`src/rtl/bram_snapshot_pkg.sv`:
```
// -----------------------------------------------------------------------------
// bram_snapshot_pkg
// Shared definitions for the BRAM snapshot capture sequencer: the FSM state
// encoding and a small decode helper used for the busy flag.
// -----------------------------------------------------------------------------
package bram_snapshot_pkg;

  typedef enum logic [1:0] {
    ST_IDLE    = 2'd0,
    ST_ARMED   = 2'd1,
    ST_CAPTURE = 2'd2,
    ST_DONE    = 2'd3
  } state_e;

  // True in the two states where samples are being streamed into the ring.
  function automatic logic is_busy(input state_e s);
    return (s == ST_ARMED) || (s == ST_CAPTURE);
  endfunction

endpackage

```
`src/rtl/bram_snapshot_ctrl_wr_ptr.sv`:
```
// -----------------------------------------------------------------------------
// snapshot_wr_ptr
// Ring-buffer write pointer with wrap detection.
//   clk_i      : clock
//   rst_n_i    : asynchronous active-low reset
//   clr_i      : synchronous clear of pointer and wrapped flag (new capture)
//   en_i       : advance pointer by one slot (a sample is being written)
//   wp_o       : current write pointer (address for the next write)
//   wrapped_o  : sticky, set once the pointer has rolled over from max to 0
// -----------------------------------------------------------------------------
module snapshot_wr_ptr #(
  parameter int ADDR_WIDTH = 10
) (
  input  logic                  clk_i,
  input  logic                  rst_n_i,
  input  logic                  clr_i,
  input  logic                  en_i,
  output logic [ADDR_WIDTH-1:0] wp_o,
  output logic                  wrapped_o
);

  localparam logic [ADDR_WIDTH-1:0] PTR_ONE = ADDR_WIDTH'(1);
  localparam logic [ADDR_WIDTH-1:0] PTR_MAX = {ADDR_WIDTH{1'b1}};

  logic [ADDR_WIDTH-1:0] wp_q;
  logic                  wrapped_q;

  // Pointer advance with modulo rollover; wrapped latches on the rollover.
  always_ff @(posedge clk_i or negedge rst_n_i) begin
    if (!rst_n_i) begin
      wp_q      <= {ADDR_WIDTH{1'b0}};
      wrapped_q <= 1'b0;
    end else if (clr_i) begin
      wp_q      <= {ADDR_WIDTH{1'b0}};
      wrapped_q <= 1'b0;
    end else if (en_i) begin
      wp_q <= wp_q + PTR_ONE;
      if (wp_q == PTR_MAX) begin
        wrapped_q <= 1'b1;
      end
    end
  end

  assign wp_o      = wp_q;
  assign wrapped_o = wrapped_q;

endmodule

```
`src/rtl/bram_snapshot_ctrl.sv`:
```
// -----------------------------------------------------------------------------
// bram_snapshot_ctrl
// Fabric-side capture sequencer for the FPGA port of a dual-port BRAM. Once
// armed, valid samples are streamed into the BRAM as a ring so pre-trigger
// history is retained. A qualified trigger records its slot address and then
// a programmed number of post-trigger samples are written before stopping.
//   fpga_clk     : clock
//   rst_n        : asynchronous active-low reset
//   arm          : start/restart capture (accepted in IDLE and DONE)
//   abort        : return to IDLE from any state (highest priority)
//   trigger      : level trigger, qualified by din_valid while ARMED
//   post_samples : samples written after the trigger sample (sampled at trigger)
//   din/din_valid: sample stream
//   bram_addr/bram_din/bram_we : registered BRAM write port
//   busy         : ARMED or CAPTURE
//   done         : DONE
//   trig_addr    : BRAM slot holding the trigger sample
//   wrapped      : every ring slot has been written since arm
// -----------------------------------------------------------------------------
module bram_snapshot_ctrl
  import bram_snapshot_pkg::*;
#(
  parameter int DATA_WIDTH = 64,
  parameter int ADDR_WIDTH = 10
) (
  input  logic                  fpga_clk,
  input  logic                  rst_n,
  input  logic                  arm,
  input  logic                  abort,
  input  logic                  trigger,
  input  logic [ADDR_WIDTH-1:0] post_samples,
  input  logic [DATA_WIDTH-1:0] din,
  input  logic                  din_valid,
  output logic [ADDR_WIDTH-1:0] bram_addr,
  output logic [DATA_WIDTH-1:0] bram_din,
  output logic                  bram_we,
  output logic                  busy,
  output logic                  done,
  output logic [ADDR_WIDTH-1:0] trig_addr,
  output logic                  wrapped
);

  localparam logic [ADDR_WIDTH-1:0] CNT_ONE  = ADDR_WIDTH'(1);
  localparam logic [ADDR_WIDTH-1:0] CNT_ZERO = {ADDR_WIDTH{1'b0}};

  state_e                state_q;
  logic [ADDR_WIDTH-1:0] cnt_q;
  logic [ADDR_WIDTH-1:0] trig_addr_q;
  logic [ADDR_WIDTH-1:0] bram_addr_q;
  logic [DATA_WIDTH-1:0] bram_din_q;
  logic                  bram_we_q;

  logic                  wr_en_d;
  logic                  arm_take_d;
  logic [ADDR_WIDTH-1:0] wp_s;
  logic                  wrapped_s;

  // Qualify the write strobe and arm acceptance against state and abort.
  always_comb begin
    wr_en_d    = 1'b0;
    arm_take_d = 1'b0;
    if (abort) begin
      wr_en_d    = 1'b0;
      arm_take_d = 1'b0;
    end else begin
      case (state_q)
        ST_IDLE, ST_DONE: begin
          arm_take_d = arm;
          wr_en_d    = 1'b0;
        end
        ST_ARMED, ST_CAPTURE: begin
          // arm is ignored here, so data proceeds even when arm is high
          arm_take_d = 1'b0;
          wr_en_d    = din_valid;
        end
        default: begin
          arm_take_d = 1'b0;
          wr_en_d    = 1'b0;
        end
      endcase
    end
  end

  snapshot_wr_ptr #(
    .ADDR_WIDTH (ADDR_WIDTH)
  ) u_wr_ptr (
    .clk_i     (fpga_clk),
    .rst_n_i   (rst_n),
    .clr_i     (arm_take_d),
    .en_i      (wr_en_d),
    .wp_o      (wp_s),
    .wrapped_o (wrapped_s)
  );

  // Capture FSM, post-trigger counter and registered BRAM write port.
  always_ff @(posedge fpga_clk or negedge rst_n) begin
    if (!rst_n) begin
      state_q     <= ST_IDLE;
      cnt_q       <= CNT_ZERO;
      trig_addr_q <= {ADDR_WIDTH{1'b0}};
      bram_addr_q <= {ADDR_WIDTH{1'b0}};
      bram_din_q  <= {DATA_WIDTH{1'b0}};
      bram_we_q   <= 1'b0;
    end else begin
      bram_we_q <= wr_en_d;
      if (wr_en_d) begin
        bram_addr_q <= wp_s;
        bram_din_q  <= din;
      end

      if (abort) begin
        state_q <= ST_IDLE;
      end else begin
        case (state_q)
          ST_IDLE: begin
            if (arm) begin
              state_q <= ST_ARMED;
            end
          end
          ST_ARMED: begin
            if (wr_en_d && trigger) begin
              trig_addr_q <= wp_s;
              cnt_q       <= post_samples;
              state_q     <= (post_samples == CNT_ZERO) ? ST_DONE : ST_CAPTURE;
            end
          end
          ST_CAPTURE: begin
            // cnt counts the post-trigger samples still to be written
            if (wr_en_d) begin
              cnt_q <= cnt_q - CNT_ONE;
              if (cnt_q == CNT_ONE) begin
                state_q <= ST_DONE;
              end
            end
          end
          ST_DONE: begin
            if (arm) begin
              state_q <= ST_ARMED;
            end
          end
          default: begin
            state_q <= ST_IDLE;
          end
        endcase
      end
    end
  end

  assign bram_addr = bram_addr_q;
  assign bram_din  = bram_din_q;
  assign bram_we   = bram_we_q;
  assign busy      = is_busy(state_q);
  assign done      = (state_q == ST_DONE);
  assign trig_addr = trig_addr_q;
  assign wrapped   = wrapped_s;

endmodule

```
`config.mk`:
```
export PLATFORM = sky130hd
export DESIGN_NAME = bram_snapshot_ctrl
export DESIGN_NICKNAME = d
export VERILOG_FILES = /design/src/rtl/bram_snapshot_pkg.sv /design/src/rtl/bram_snapshot_ctrl_wr_ptr.sv /design/src/rtl/bram_snapshot_ctrl.sv
export SDC_FILE = /design/constraint.sdc
export NUM_CORES = 1
export LEC_CHECK = 0
export ABC_CLOCK_PERIOD_IN_PS = 2800
export BUFFER_PORTS_ARGS = -buffer_cell sky130_fd_sc_hd__buf_2
export CAP_MARGIN = 20
export CELL_PAD_IN_SITES_DETAIL_PLACEMENT = 1
export CELL_PAD_IN_SITES_GLOBAL_PLACEMENT = 1
export CORE_MARGIN = 1.5
export CORE_UTILIZATION = 36
export DETAILED_ROUTE_END_ITERATION = 10
export GPL_ROUTABILITY_DRIVEN = 0
export PLACE_DENSITY = 0.89
export RECOVER_POWER = 50
export SLEW_MARGIN = 20
export SYNTH_ARGS = -nofsm -noshare
export SYNTH_HDL_FRONTEND = slang
export SYNTH_SLANG_ARGS = --single-unit
export TNS_END_PERCENT = 1
```
`constraint.sdc`:
```
create_clock -name fpga_clk -period 2.8 [get_ports fpga_clk]
set_clock_uncertainty 0.1 [all_clocks]
set_input_delay 0.14 -clock fpga_clk [delete_from_list [all_inputs] [get_ports fpga_clk]]
set_output_delay 0.14 -clock fpga_clk [all_outputs]
set_load 0.005 [all_outputs]
```
# Word level (Yosys, flattened, before mapping)
# Index checks and enable logic that the tools add are counted.
[classes] add_sub_neg=2 n_eq_ne=11 mux=19 n_bitwise=1 reduce_logical=13
[ops] operator="two-way mux 10 bit" n=4
[ops] operator="one-hot mux 10 bit (2 select lines)" n=1
[ops] operator="adder 10 x 1 -> 10 bit (second input constant)" n=1
[ops] operator="equality test 10 x 1 -> 1 bit (second input constant)" n=1
[ops] operator="equality test 10 bit (second input constant)" n=1
[ops] operator="zero test 10 bit" n=1
[ops] operator="two-way mux 2 bit" n=5
[ops] operator="subtractor 10 x 1 -> 10 bit (second input constant)" n=1
[ops] operator="inequality test 3 bit (second input constant)" n=3
[ops] operator="AND reduction 4 bit" n=2
[ops] operator="two-way mux 1 bit" n=6
[ops] operator="one-hot mux 2 bit (3 select lines)" n=1
[ops] operator="nonzero test 2 bit" n=3
[ops] operator="equality test 2 bit (second input constant)" n=2
[ops] operator="inequality test 2 bit (second input constant)" n=2
[ops] operator="one-hot mux 1 bit (2 select lines)" n=2
[ops] operator="OR reduction 2 bit" n=2
[ops] operator="inequality test 3 x 1 -> 1 bit (second input constant)" n=1
[ops] operator="AND reduction 3 bit" n=1
[ops] operator="equality test 2 x 1 -> 1 bit (second input constant)" n=1
[ops] operator="zero test 2 bit" n=1
[ops] operator="AND reduction 2 bit" n=1
[ops] operator="logical AND 1 bit" n=1
[ops] operator="logical OR 1 bit" n=1
[ops] operator="NOT 1 bit" n=1
[totals] register_bits=108 in_bits=80 output_inout_bits=88 elab_cells=54

# Logic depth before layout (Yosys ltp)
# Gate-level depths: netlist of run 1.
[depth] word_depth=8 mapped_depth=9 mapped_depth_nobuf=8

# Cells and area by module
# A second synthesis of run 1 with hierarchy kept.
[hier_totals] hier_cells=334 area_unflattened_um2=4536.9
[modules_own_cells] module="bram_snapshot_ctrl" n_inst=1 cells_each=282 area_each_um2=4008.8 seq_area_each_um2=2427.3
[modules_own_cells] module="snapshot_wr_ptr" n_inst=1 cells_each=52 area_each_um2=528.0 seq_area_each_um2=275.3

# Worst setup path after synthesis of run 1
# No wires, ideal clock.
[synth_path] path_kind="register -> register" from="register state_q[0]" to="register cnt_q[7]" setup_time_ps=123 arrival_ps=1936 t_required_ps=2577 slack_ps=641 path_stages_with_launch=8 n_path_buf=2 synth_period_minus_slack_ps=2159 cell_sequence="dfrtp_1 -> inv_1 -> ha_1 -> or3b_1 -> buf_6 -> or3_1 -> buf_6 -> o221a_1"
[synth_via] elab_chain_cells=7
[synth_lines] item="from (decl)" line_no="bram_snapshot_ctrl.sv:46" text="state_e state_q;"
[synth_lines] item="from (signal assigned)" line_no="bram_snapshot_ctrl.sv:124" text="state_q <= (post_samples == CNT_ZERO) ? ST_DONE : ST_CAPTURE;"
[synth_lines] item="equality test 2 x 1 -> 1 bit (tied with other cells)" line_no="bram_snapshot_ctrl.sv:66, bram_snapshot_ctrl.sv:114"
[synth_lines] item="OR reduction 2 bit (on tied branches)"
[synth_lines] item="one-hot mux 1 bit (2 select lines)" line_no="bram_snapshot_ctrl.sv:66" text="case (state_q)"
[synth_lines] item="two-way mux 1 bit" line_no="bram_snapshot_ctrl.sv:62" text="if (abort) begin"
[synth_lines] item="logical AND 1 bit" line_no="bram_snapshot_ctrl.sv:121" text="if (wr_en_d && trigger) begin"
[synth_lines] item="inequality test 2 bit (no source line)"
[synth_lines] item="AND reduction 4 bit (no source line)"
[synth_lines] item="to (signal assigned)" line_no="bram_snapshot_ctrl.sv:123" text="cnt_q <= post_samples;"
[synth_lines] item="to (signal assigned)" line_no="bram_snapshot_ctrl.sv:130" text="cnt_q <= cnt_q - CNT_ONE;"
[synth_lines] item="to (decl)" line_no="bram_snapshot_ctrl.sv:47" text="logic [ADDR_WIDTH-1:0] cnt_q;"
# Parallel ways exist; a longest one is shown, timed or not.
# A chain may end at the register's enable or synchronous reset.

# Final worst setup path of run 1
[layout_path] from="register state_q[0]" to="register state_q[0]"
[layout_via] elab_chain_cells=7
[layout_lines] item="equality test 2 x 1 -> 1 bit (tied with other cells)" line_no="bram_snapshot_ctrl.sv:66, bram_snapshot_ctrl.sv:114"
[layout_lines] item="OR reduction 2 bit (on tied branches)"
[layout_lines] item="one-hot mux 1 bit (2 select lines)" line_no="bram_snapshot_ctrl.sv:66"
[layout_lines] item="two-way mux 1 bit" line_no="bram_snapshot_ctrl.sv:62"
[layout_lines] item="logical AND 1 bit" line_no="bram_snapshot_ctrl.sv:121"
[layout_lines] item="inequality test 3 bit (no source line)"
[layout_lines] item="AND reduction 4 bit (no source line)"
# Parallel ways exist; a longest one is shown, timed or not.

==> run summary, run 1 <==
The buffers inserted during post-CTS setup optimization is 0. The DRC violation count after routing came out at 0. The maximum net fanout on the critical path came out at 35. The total grt overflow is 0. The power per standard cell area came out at ~880 nW/um2. The longest clock path from root to sink contains 2 buffers. Synthesis inferred 108 register bits.

The final layout contains 802 nets. OpenSTA, run right after detailed placement, puts the worst setup slack at 0.3131 ns. The tree built by TritonCTS fans out to 108 sinks. The final cycle utilization of the critical path is approximately 89%.

The count of endpoints failing setup in the final report is 0. The path type of the worst setup path is register to register. Broken down by cell family, the worst path's largest delay share belongs to simple AND/OR/NAND/NOR gates. The count of TritonRoute iterations in the first routing pass came out at 4. Summing the areas of all compound-gate instances in the mapped netlist gives 4.521% of the synthesized area.

Yosys mapped a number of flops with a built-in enable equal to 0. The fmax came out at 402.4 MHz. The later-pin clock latency in the skew report is 0.35 ns.

In this run the horizontal extent of the chip is around 110 um. Summing over every cut layer, the via total after detailed routing is 4,357. The tree is rooted in a sky130_fd_sc_hd__clkbuf_16. STA classifies the critical path endpoint as a register. The post-synthesis xor/xnor area fraction came out at 1.563%. The starting density of the core is 37.17%.

The net count after synthesis is 566. The post-synthesis share of cell area spent on full adders, half adders and majority gates is 1.675%. The half-perimeter wire length of the detailed placement result came out at approximately 9000 um. The signal arrival time at the worst endpoint came out at 2.62 ns. The number of antenna violations at the first check in global routing is 1. The post-synthesis cell type count came out at 38.

The share of synthesized area spent on multiplexers came out at 3.405%. Together, buffers and inverters on the worst path number 2. For hold timing, the worst endpoint is cnt_q[1]$_DFFE_PN0P_. The proportion of synthesized chip area in sequential cells came out at 60.28%. Among all flip-flop cells after synthesis, the most frequent one is sky130_fd_sc_hd__dfrtp_1. The peak per-stage delay on the critical path came out at 0.47 ns. The first global-routing pass estimated 24,760 um of wire. The total detailed-routing wirelength came out at about 16,000 um. The number of placement rows came out at 40. TritonCTS built the clock tree.

The total negative setup slack came out at 0 ns. The required time of the critical path is just under 3 ns. The tightest min-delay check is of the input port to register type. The number of violations of the max-capacitance limit is 0. The mean instance size in the synthesized netlist came out at 9.340 um2. Across all register-to-register paths, the minimum setup slack is 0.31 ns. Among all stages on the critical path, the largest delay is contributed by sky130_fd_sc_hd__or3b_4. The async set-reset flop share out of synthesis is 100.0%. By area, the combinational part of the netlist is dominated by simple AND/OR/NAND/NOR gates. The instance count along the most critical hold path is 3. The post-CTS clock slew at the launch and capture registers of the worst setup and hold paths is 0.07 ns. The full die area is 13,130 um2.

After layout, the minimum clock period comes to 2.485 ns. The H-tree level count is 3. Once detail routing completed, the nets flagged for antenna violations numbered 0.

The synthesized netlist cell count is 480. The number of buffers added by the clock tree synthesis step is 9. The count of buffers inserted at the top-level ports is 167. The share of synthesized cell area in and, or, nand and nor gates is 25.37%. The maximum vdd drop came out at slightly above 0.0005 V.

The area growth from synthesis to layout came out at 44.60%. The maximum number of pins on one net before global-route repair came out at 109. During synthesis, Yosys emitted a total of 0 warnings. The startpoint identified for the worst register-to-register timing path is state_q[0]$_DFFE_PN0P_.

Pin placement for this block handled 168 I/O pins. The die extent in y came out at 114.6 um. The worst setup path is launched from a register.

The number of global-route vias before repair is between 4k and 5k. The minimum setup slack in the final design is 0.3146 ns. The final number of hold-violating endpoints came out at 0. In this run, the number of DRC markers left after iteration 0 of detailed routing was 222. The number of cells on the worst reg-to-reg path is 8. The post-synth design cell area is approximately 4500 um2. In this run the most critical hold path is launched from post_samples[1]. The combined global-route utilization of all metal layers is between 20% and 30%.

The average wire per standard cell came out at 17.54 um. Setup repair after global routing left no endpoint under its margin. Walking the worst path, the cells encountered are inv_1, ha_1, or3b_4, inv_6, nand4_1, a21oi_2, nor2_1, a311oi_1. The cell depth of the worst setup path came out at 8.

The total core area is 12,060 um2. The layout cell share with drive strength beyond 1 is 24.69%. The via density per instance is 4.896. The flow ran to the end, and the final reports show no timing, DRC or antenna violations.

The number of pins exceeding their max-slew limit in the final report is 0. The static leakage came out at 0.003468 uW. The endpoint identified for the worst register-to-register timing path is state_q[0]$_DFFE_PN0P_. In this run the tightest slew margin relative to its limit is under 10%. The actual slew at the worst max-slew pin came out at 1.478 ns.
-- synth_stat cells (all sizes together), types with 6 or more instances --
cell / count / share of area, %
ha: 6 / 1.7
inv: 7 / 0.70
nand2: 234 / 20
mux2: 10 / 2.5
clkbuf: 13 / 1.1
nand3: 6 / 0.67
o21ai: 8 / 0.89
dfrtp: 108 / 60
buf: 9 / 1.4
nor2: 16 / 1.4
a21oi: 12 / 1.4
o22ai: 8 / 1.1
-- worst register-to-register path, stage by stage (launching register included) --
cell and delay [ns]:
sky130_fd_sc_hd__dfrtp_1 0.40, sky130_fd_sc_hd__inv_1 0.06, sky130_fd_sc_hd__ha_1 0.32, sky130_fd_sc_hd__or3b_4 0.47
sky130_fd_sc_hd__inv_6 0.24, sky130_fd_sc_hd__nand4_1 0.16, sky130_fd_sc_hd__a21oi_2 0.24, sky130_fd_sc_hd__nor2_1 0.08
sky130_fd_sc_hd__a311oi_1 0.31
-- cell usage in the layout (no fill, tap or decap), types with 4 or more instances in the layout --
cell,synthesis,final
sky130_fd_sc_hd__nand2_1,233,233
sky130_fd_sc_hd__buf_2,5,137
sky130_fd_sc_hd__dfrtp_1,108,108
sky130_fd_sc_hd__dlygate4sd3_1,0,72
sky130_fd_sc_hd__clkbuf_1,13,28
sky130_fd_sc_hd__nor2_1,15,15
sky130_fd_sc_hd__a21oi_1,11,11
sky130_fd_sc_hd__mux2_2,10,10
sky130_fd_sc_hd__clkbuf_16,0,9
sky130_fd_sc_hd__o21ai_0,8,8
sky130_fd_sc_hd__o22ai_1,8,8
sky130_fd_sc_hd__buf_4,2,7
sky130_fd_sc_hd__inv_1,6,6
sky130_fd_sc_hd__nand3_1,6,6
sky130_fd_sc_hd__ha_1,6,6
sky130_fd_sc_hd__nand4_1,5,5
sky130_fd_sc_hd__xor2_1,4,4
sky130_fd_sc_hd__nor3_1,4,4
sky130_fd_sc_hd__xnor2_1,4,4
sky130_fd_sc_hd__mux2i_1,4,4
sky130_fd_sc_hd__nor4_1,4,4
-- timing repair --
item | 4_1_cts | 5_1_grt
endpoints found under the hold margin | 180 | 0
gates resized for setup | 0 | 0
hold buffers | 72 | 0
-- sequential cells by signal, summed over array words and instances, names as in the netlist --
| signal | count |
|---|---|
| trig_addr | 10 |
| u_wr_ptr.wp_o | 10 |
| bram_din | 64 |
| state_q | 2 |
| cnt_q | 10 |
| bram_addr | 10 |
| bram_we | 1 |
| u_wr_ptr.wrapped_o | 1 |
-- cell type report --
cell class,count,area (um2)
fillers,1419,5579
clock buffers,11,252.7
multi-input cells,343,1640
well taps,168,210.2
repair buffers,247,1583
diodes,1,2.502
flip-flops and latches,108,2703
inverters,7,31.28
clock inverters,5,60.06
-- cell families after synthesis --
logic type      count (synthesis)
buf+inv                        29
fa+ha+maj                       6
simple gates                  281
compound gates                 34
flops                         108
mux                            14
xor+xnor                        8
-- metrics by stage --
step           hold WS (ns)  total power, uW  cell area [um2]  instances  utilization (%)
6_report            0.01430             5706             6482        890            53.74
4_1_cts            0.001233             5673             6529        889            54.13
3_3_place_gp         0.1585             4081             5495        801            45.56
2_1_floorplan       -0.2556             3360             4483        480                -
3_5_place_dp         0.1728             4238             5495        801            45.56
5_1_grt             0.01561             6087             6482        890            53.74
-- per-layer routing --
| layer | up-vias | track usage (%) | part of all wire (%) | wire (um) |
|---|---|---|---|---|
| li1 | 2008 | - | - | - |
| met1 | 2139 | 25.38 | 37 | 5812 |
| met2 | 159 | 45.51 | 54 | 8363 |
| met3 | 51 | 6.353 | 5.3 | 835 |
| met4 | 0 | 12.50 | 3.8 | 601 |
| met5 | - | 0 | 0 | 0 |
-- report_power, final --
| group | internal (uW) | switching, uW |
|---|---|---|
| logic | 778 | 1110 |
| registers | 2090 | 390 |
| clock network | 745 | 592 |
| total | 3610 | 2100 |
-- worst max-delay path by stage --
stage                           start                      to  slack [ns]
5_1_grt        state_q[0]$_DFFE_PN0P_  state_q[0]$_DFFE_PN0P_        0.21
3_5_place_dp   state_q[0]$_DFFE_PN0P_  state_q[0]$_DFFE_PN0P_        0.31
6_report       state_q[0]$_DFFE_PN0P_  state_q[0]$_DFFE_PN0P_        0.31
4_1_cts        state_q[0]$_DFFE_PN0P_  state_q[0]$_DFFE_PN0P_        0.30
3_3_place_gp   state_q[0]$_DFFE_PN0P_  state_q[0]$_DFFE_PN0P_        0.52
2_1_floorplan  state_q[0]$_DFFE_PN0P_    cnt_q[7]$_DFFE_PN0P_        0.64
No activity file was read; power rests on OpenSTA's default activity.
==> inputs of run 2 (changes only) <==
--- a/config.mk
+++ b/config.mk
@@ -10,14 +10,16 @@
 export CAP_MARGIN = 20
 export CELL_PAD_IN_SITES_DETAIL_PLACEMENT = 1
 export CELL_PAD_IN_SITES_GLOBAL_PLACEMENT = 1
+export CORE_ASPECT_RATIO = 0.8
 export CORE_MARGIN = 1.5
-export CORE_UTILIZATION = 36
+export CORE_UTILIZATION = 38
 export DETAILED_ROUTE_END_ITERATION = 10
 export GPL_ROUTABILITY_DRIVEN = 0
-export PLACE_DENSITY = 0.89
+export PLACE_DENSITY = 0.88
 export RECOVER_POWER = 50
 export SLEW_MARGIN = 20
 export SYNTH_ARGS = -nofsm -noshare
 export SYNTH_HDL_FRONTEND = slang
+export SYNTH_HIERARCHICAL = 1
 export SYNTH_SLANG_ARGS = --single-unit
 export TNS_END_PERCENT = 1
==> run 2 against run 1 <==
- via count fell by 17%
- count of clock-buffer cells in the layout fell by 2
- critical path depth did not move
- global-route usage fell by 2.8 points
- flip-flop and latch count did not move
- core utilization rose by 1.7 points
- combinational power rose by 9%
- die area fell by 4.0%
- synthesized cell count fell by 30%
- maximum frequency fell by 0.30%
- critical path type unchanged
==> run summary, run 2 <==
The buffers inserted during post-CTS setup optimization is 0 (unchanged). The total of flip-flops plus latches after synthesis was 108 (unchanged). The number of violations of the max-capacitance limit came out at 0 (unchanged). The worst slew margin relative to its limit is 12.04% (+11 points). The count of nets after finishing was 656 (-18%). The die outline width came out at 125.2 um (+9.2%).

The async set-reset flop share out of synthesis is 100.0% (unchanged). The nature of the critical path startpoint is a register. The total of hold buffers inserted after clock tree synthesis came to 67 (-6.9%). The buffer and inverter count on the worst path came out at 3 (+1). Setup repair after global routing left no endpoint under its margin. The signal on the critical path passes through inv_1, ha_1, inv_1, nor3_1, buf_4, o211ai_1, or4_1, a21oi_1.

The count of cells resized by post-cts repair is 0 (unchanged). The synthesized netlist cell count is 334 (-30%). The post-CTS clock slew at the launch and capture registers of the worst setup and hold paths is 0.07 ns (about the same). The top-level port count came out at 168 (unchanged). The total detailed-routing wirelength is 13,330 um (-15%).

The path class of the tightest hold or removal check is input port to register. The multi-input logic area is 1709 um2 (+4.2%). Sorting the synthesized cells by area gives the leading types as sky130_fd_sc_hd__dfrtp_1 (60%), sky130_fd_sc_hd__mux2_2 (21%), sky130_fd_sc_hd__ha_1 (1.7%), sky130_fd_sc_hd__a21oi_1 (1.4%), sky130_fd_sc_hd__nor2_1 (1.4%). The combined global-route utilization of all metal layers is 21.69% (-2.8 points). The total negative setup slack is 0 ns (unchanged). The via density per instance is 5.022 (+2.6%). Ranked by instance count, the synthesized netlist is headed by sky130_fd_sc_hd__dfrtp_1 (108), sky130_fd_sc_hd__mux2_2 (84), sky130_fd_sc_hd__nor2_1 (17). The fmax is 401.1 MHz (-0.30%). The worst setup path is captured at a register. The net count after synthesis is 420 (-26%). The number of antenna violations at the first check in global routing is 1 (unchanged). The number of warning messages in the yosys log is 6 (+6). The maximum number of buffers from clock root to sink is 2 (unchanged). The post-synthesis cell type count is 41 (+7.9%).

The most used flip-flop cell after synthesis is sky130_fd_sc_hd__dfrtp_1. The post-layout minimum cycle time came out at 2.493 ns (+0.007579 ns). The area growth from synthesis to layout came out at 41.34%.

The detailed router's first-iteration violation count is 118 (-47%). The number of global-route vias before repair is 4,084 (-17%). The number of placement rows came out at 35 (-13%). The starting density of the core came to 39.24% (+2.1 points). The count of TritonRoute iterations in the first routing pass is 4 (unchanged).

The static leakage is 0.002933 uW (-15%). The final-layout fill cell count came out at 1,257 (-11%). The setup slack at placement came out at 0.3007 ns (-0.01241 ns). The clock net sink count came out at 108 (unchanged). The mean instance size in the synthesized netlist came to 13.58 um2 (+45%). The full die area came out at 12,610 um2 (-4.0%). The maximum vdd drop is 0.0004035 V (-22%).

The number of flops mapped to enable cells by yosys came out at 0 (unchanged). By startpoint and endpoint, the worst setup path is classified as register to register. The final core utilization is 55.47% (+1.7 points).

The signal arrival time at the worst endpoint is 2.65 ns (+0.03 ns). The number of buffers added by the clock tree synthesis step is 9 (unchanged). The final number of hold-violating endpoints came out at 0 (unchanged). The register area came to 2703 um2 (unchanged).

Summed over all instances, the cell type with the most area after synthesis is sky130_fd_sc_hd__dfrtp_1. The required time of the critical path was 2.96 ns (+0.02 ns). The library cell appearing most often on the critical path is sky130_fd_sc_hd__inv_1. The master of the slowest instance on the critical path is sky130_fd_sc_hd__or4_1. The minimum setup slack in the final design came out at 0.3070 ns (-0.007579 ns). The die extent in y is 100.7 um (-12%). The count of endpoints failing setup in the final report is 0 (unchanged).

The count of buffers inserted at the top-level ports is 167 (unchanged). The peak per-stage delay on the critical path is 0.57 ns (+0.10 ns). The layout cell share with drive strength beyond 1 is 37.46% (+13 points).

The flow ran to the end, and the final reports show no timing, DRC or antenna violations. The half-perimeter wire length of the detailed placement result is 8593 um (-2.6%). The power per standard cell area came to 907.2 nW/um2 (+3.1%). The most frequent standard cell in the layout excluding fill and tap cells is sky130_fd_sc_hd__dfrtp_1. The number of pins exceeding their max-slew limit in the final report came to 0 (unchanged). The average wire per standard cell was 18.44 um (+5.1%). The tree is rooted in a sky130_fd_sc_hd__clkbuf_16.

The routed via count came out at 3,631 (-17%). The fraction of synthesized cell area taken by the top area cell type came to 59.57% (-0.71 points). sky130_fd_sc_hd__dfrtp_1 is the most common cell in the netlist. The final cycle utilization of the critical path is 89.03% (+0.27 points).

The maximum number of pins on one net before global-route repair is 71 (-35%). Grouping stages by cell kind, the critical path spends the most delay in simple AND/OR/NAND/NOR gates. The proportion of synthesized chip area in sequential cells came out at 59.57% (-0.71 points). The actual slew at the worst max-slew pin was 1.319 ns (-0.1591 ns).

Leaving out fill and tap cells, the most frequent cells in the layout are sky130_fd_sc_hd__dfrtp_1 (108), sky130_fd_sc_hd__buf_2 (103), sky130_fd_sc_hd__mux2_2 (84), sky130_fd_sc_hd__dlygate4sd3_1 (67), sky130_fd_sc_hd__clkbuf_1 (62). The remaining antenna violation count is 0 (unchanged). The flip-flop count of the largest register, all copies and words added came out at 64 (unchanged). The post-synth design cell area is 4537 um2 (+1.2%).

The DRC violation count after routing is 0 (unchanged). The later-pin clock latency in the skew report came out at 0.34 ns (about the same). The total core area came out at 11,560 um2 (-4.1%). The H-tree level count was 3 (unchanged). The total grt overflow is 0 (unchanged).

TritonCTS built the clock tree. The maximum net fanout on the critical path is 14 (-60%). The global-route wire length before repair is 21,470 um (-13%).
==> run 2: worst paths after layout <==
path / endpoint / slack, ns / start / depth (start not counted)
min in group asynchronous: trig_addr[4]$_DFFE_PN0P_ / 0.53 / rst_n / 2
setup reg to reg: u_wr_ptr/wrapped_o$_DFFE_PN0P_ / 0.31 / state_q[0]$_DFFE_PN0P_ / 8
hold reg to reg: trig_addr[3]$_DFFE_PN0P_ / 0.41 / trig_addr[3]$_DFFE_PN0P_ / 1
hold / removal: cnt_q[1]$_DFFE_PN0P_ / 0.06 / post_samples[1] / 3
max in group asynchronous: bram_din[33]$_DFFE_PN0N_ / 0.53 / rst_n / 3
setup / recovery: u_wr_ptr/wrapped_o$_DFFE_PN0P_ / 0.31 / state_q[0]$_DFFE_PN0P_ / 8
==> run 2: metrics by stage <==
stage | instances | instance area (um2) | total power (uW) | hold slack (ns)
4_1_cts | 722 | 6504 | 5928 | 0.04685
2_1_floorplan | 334 | 4537 | 3689 | -0.2556
6_report | 723 | 6412 | 5817 | 0.05727
5_1_grt | 723 | 6412 | 6201 | 0.09714
3_3_place_gp | 640 | 5558 | 4465 | 0.1209
3_5_place_dp | 640 | 5558 | 4637 | 0.1424
==> run 2: power breakdown <==
group / internal (uW) / switching (uW)
sequential: 2160 / 413
clock: 608 / 577
combinational: 1070 / 986
total: 3840 / 1980
==> run 2: worst reg2reg max path, delay by kind of cell (launching register included) <==
| family | cells | cell delay, ns |
|---|---|---|
| adder cells (fa/ha/maj) | 1 | 0.37 |
| buffers and inverters | 3 | 0.42 |
| AO/OA/AOI/OAI | 2 | 0.39 |
| AND/OR/NAND/NOR | 2 | 0.76 |
| flip-flops | 1 | 0.38 |
==> run 2: logic make-up after synthesis <==
| group | synth area share, % |
|---|---|
| flip-flops | 59.57 |
| multiplexers | 21.29 |
| buffers and inverters | 2.868 |
| AND/OR/NAND/NOR | 6.757 |
| XOR/XNOR | 0.7723 |
| adder cells (fa/ha/maj) | 1.655 |
| AO/OA/AOI/OAI | 7.088 |
==> run 2: per-layer routing <==
layer / vias up / GRT usage (%) / share of wire, %
met2: 105 / 40.94 / 55
met1: 1822 / 24.50 / 39
met3: 25 / 4.830 / 4.1
met5: - / 0 / 0
met4: 0 / 7.080 / 2.7
li1: 1679 / - / -
==> run 2: layout make-up <==
cell class                 count  share of cell area [%]
timing repair buffer         241                   23.28
inverter                      12                  0.7024
sequential                   108                   42.15
clock buffer                   9                   3.512
multi-input combinational    198                   26.65
tap                          148                   2.888
clock inverter                 6                  0.7805
antenna                        1                 0.03902
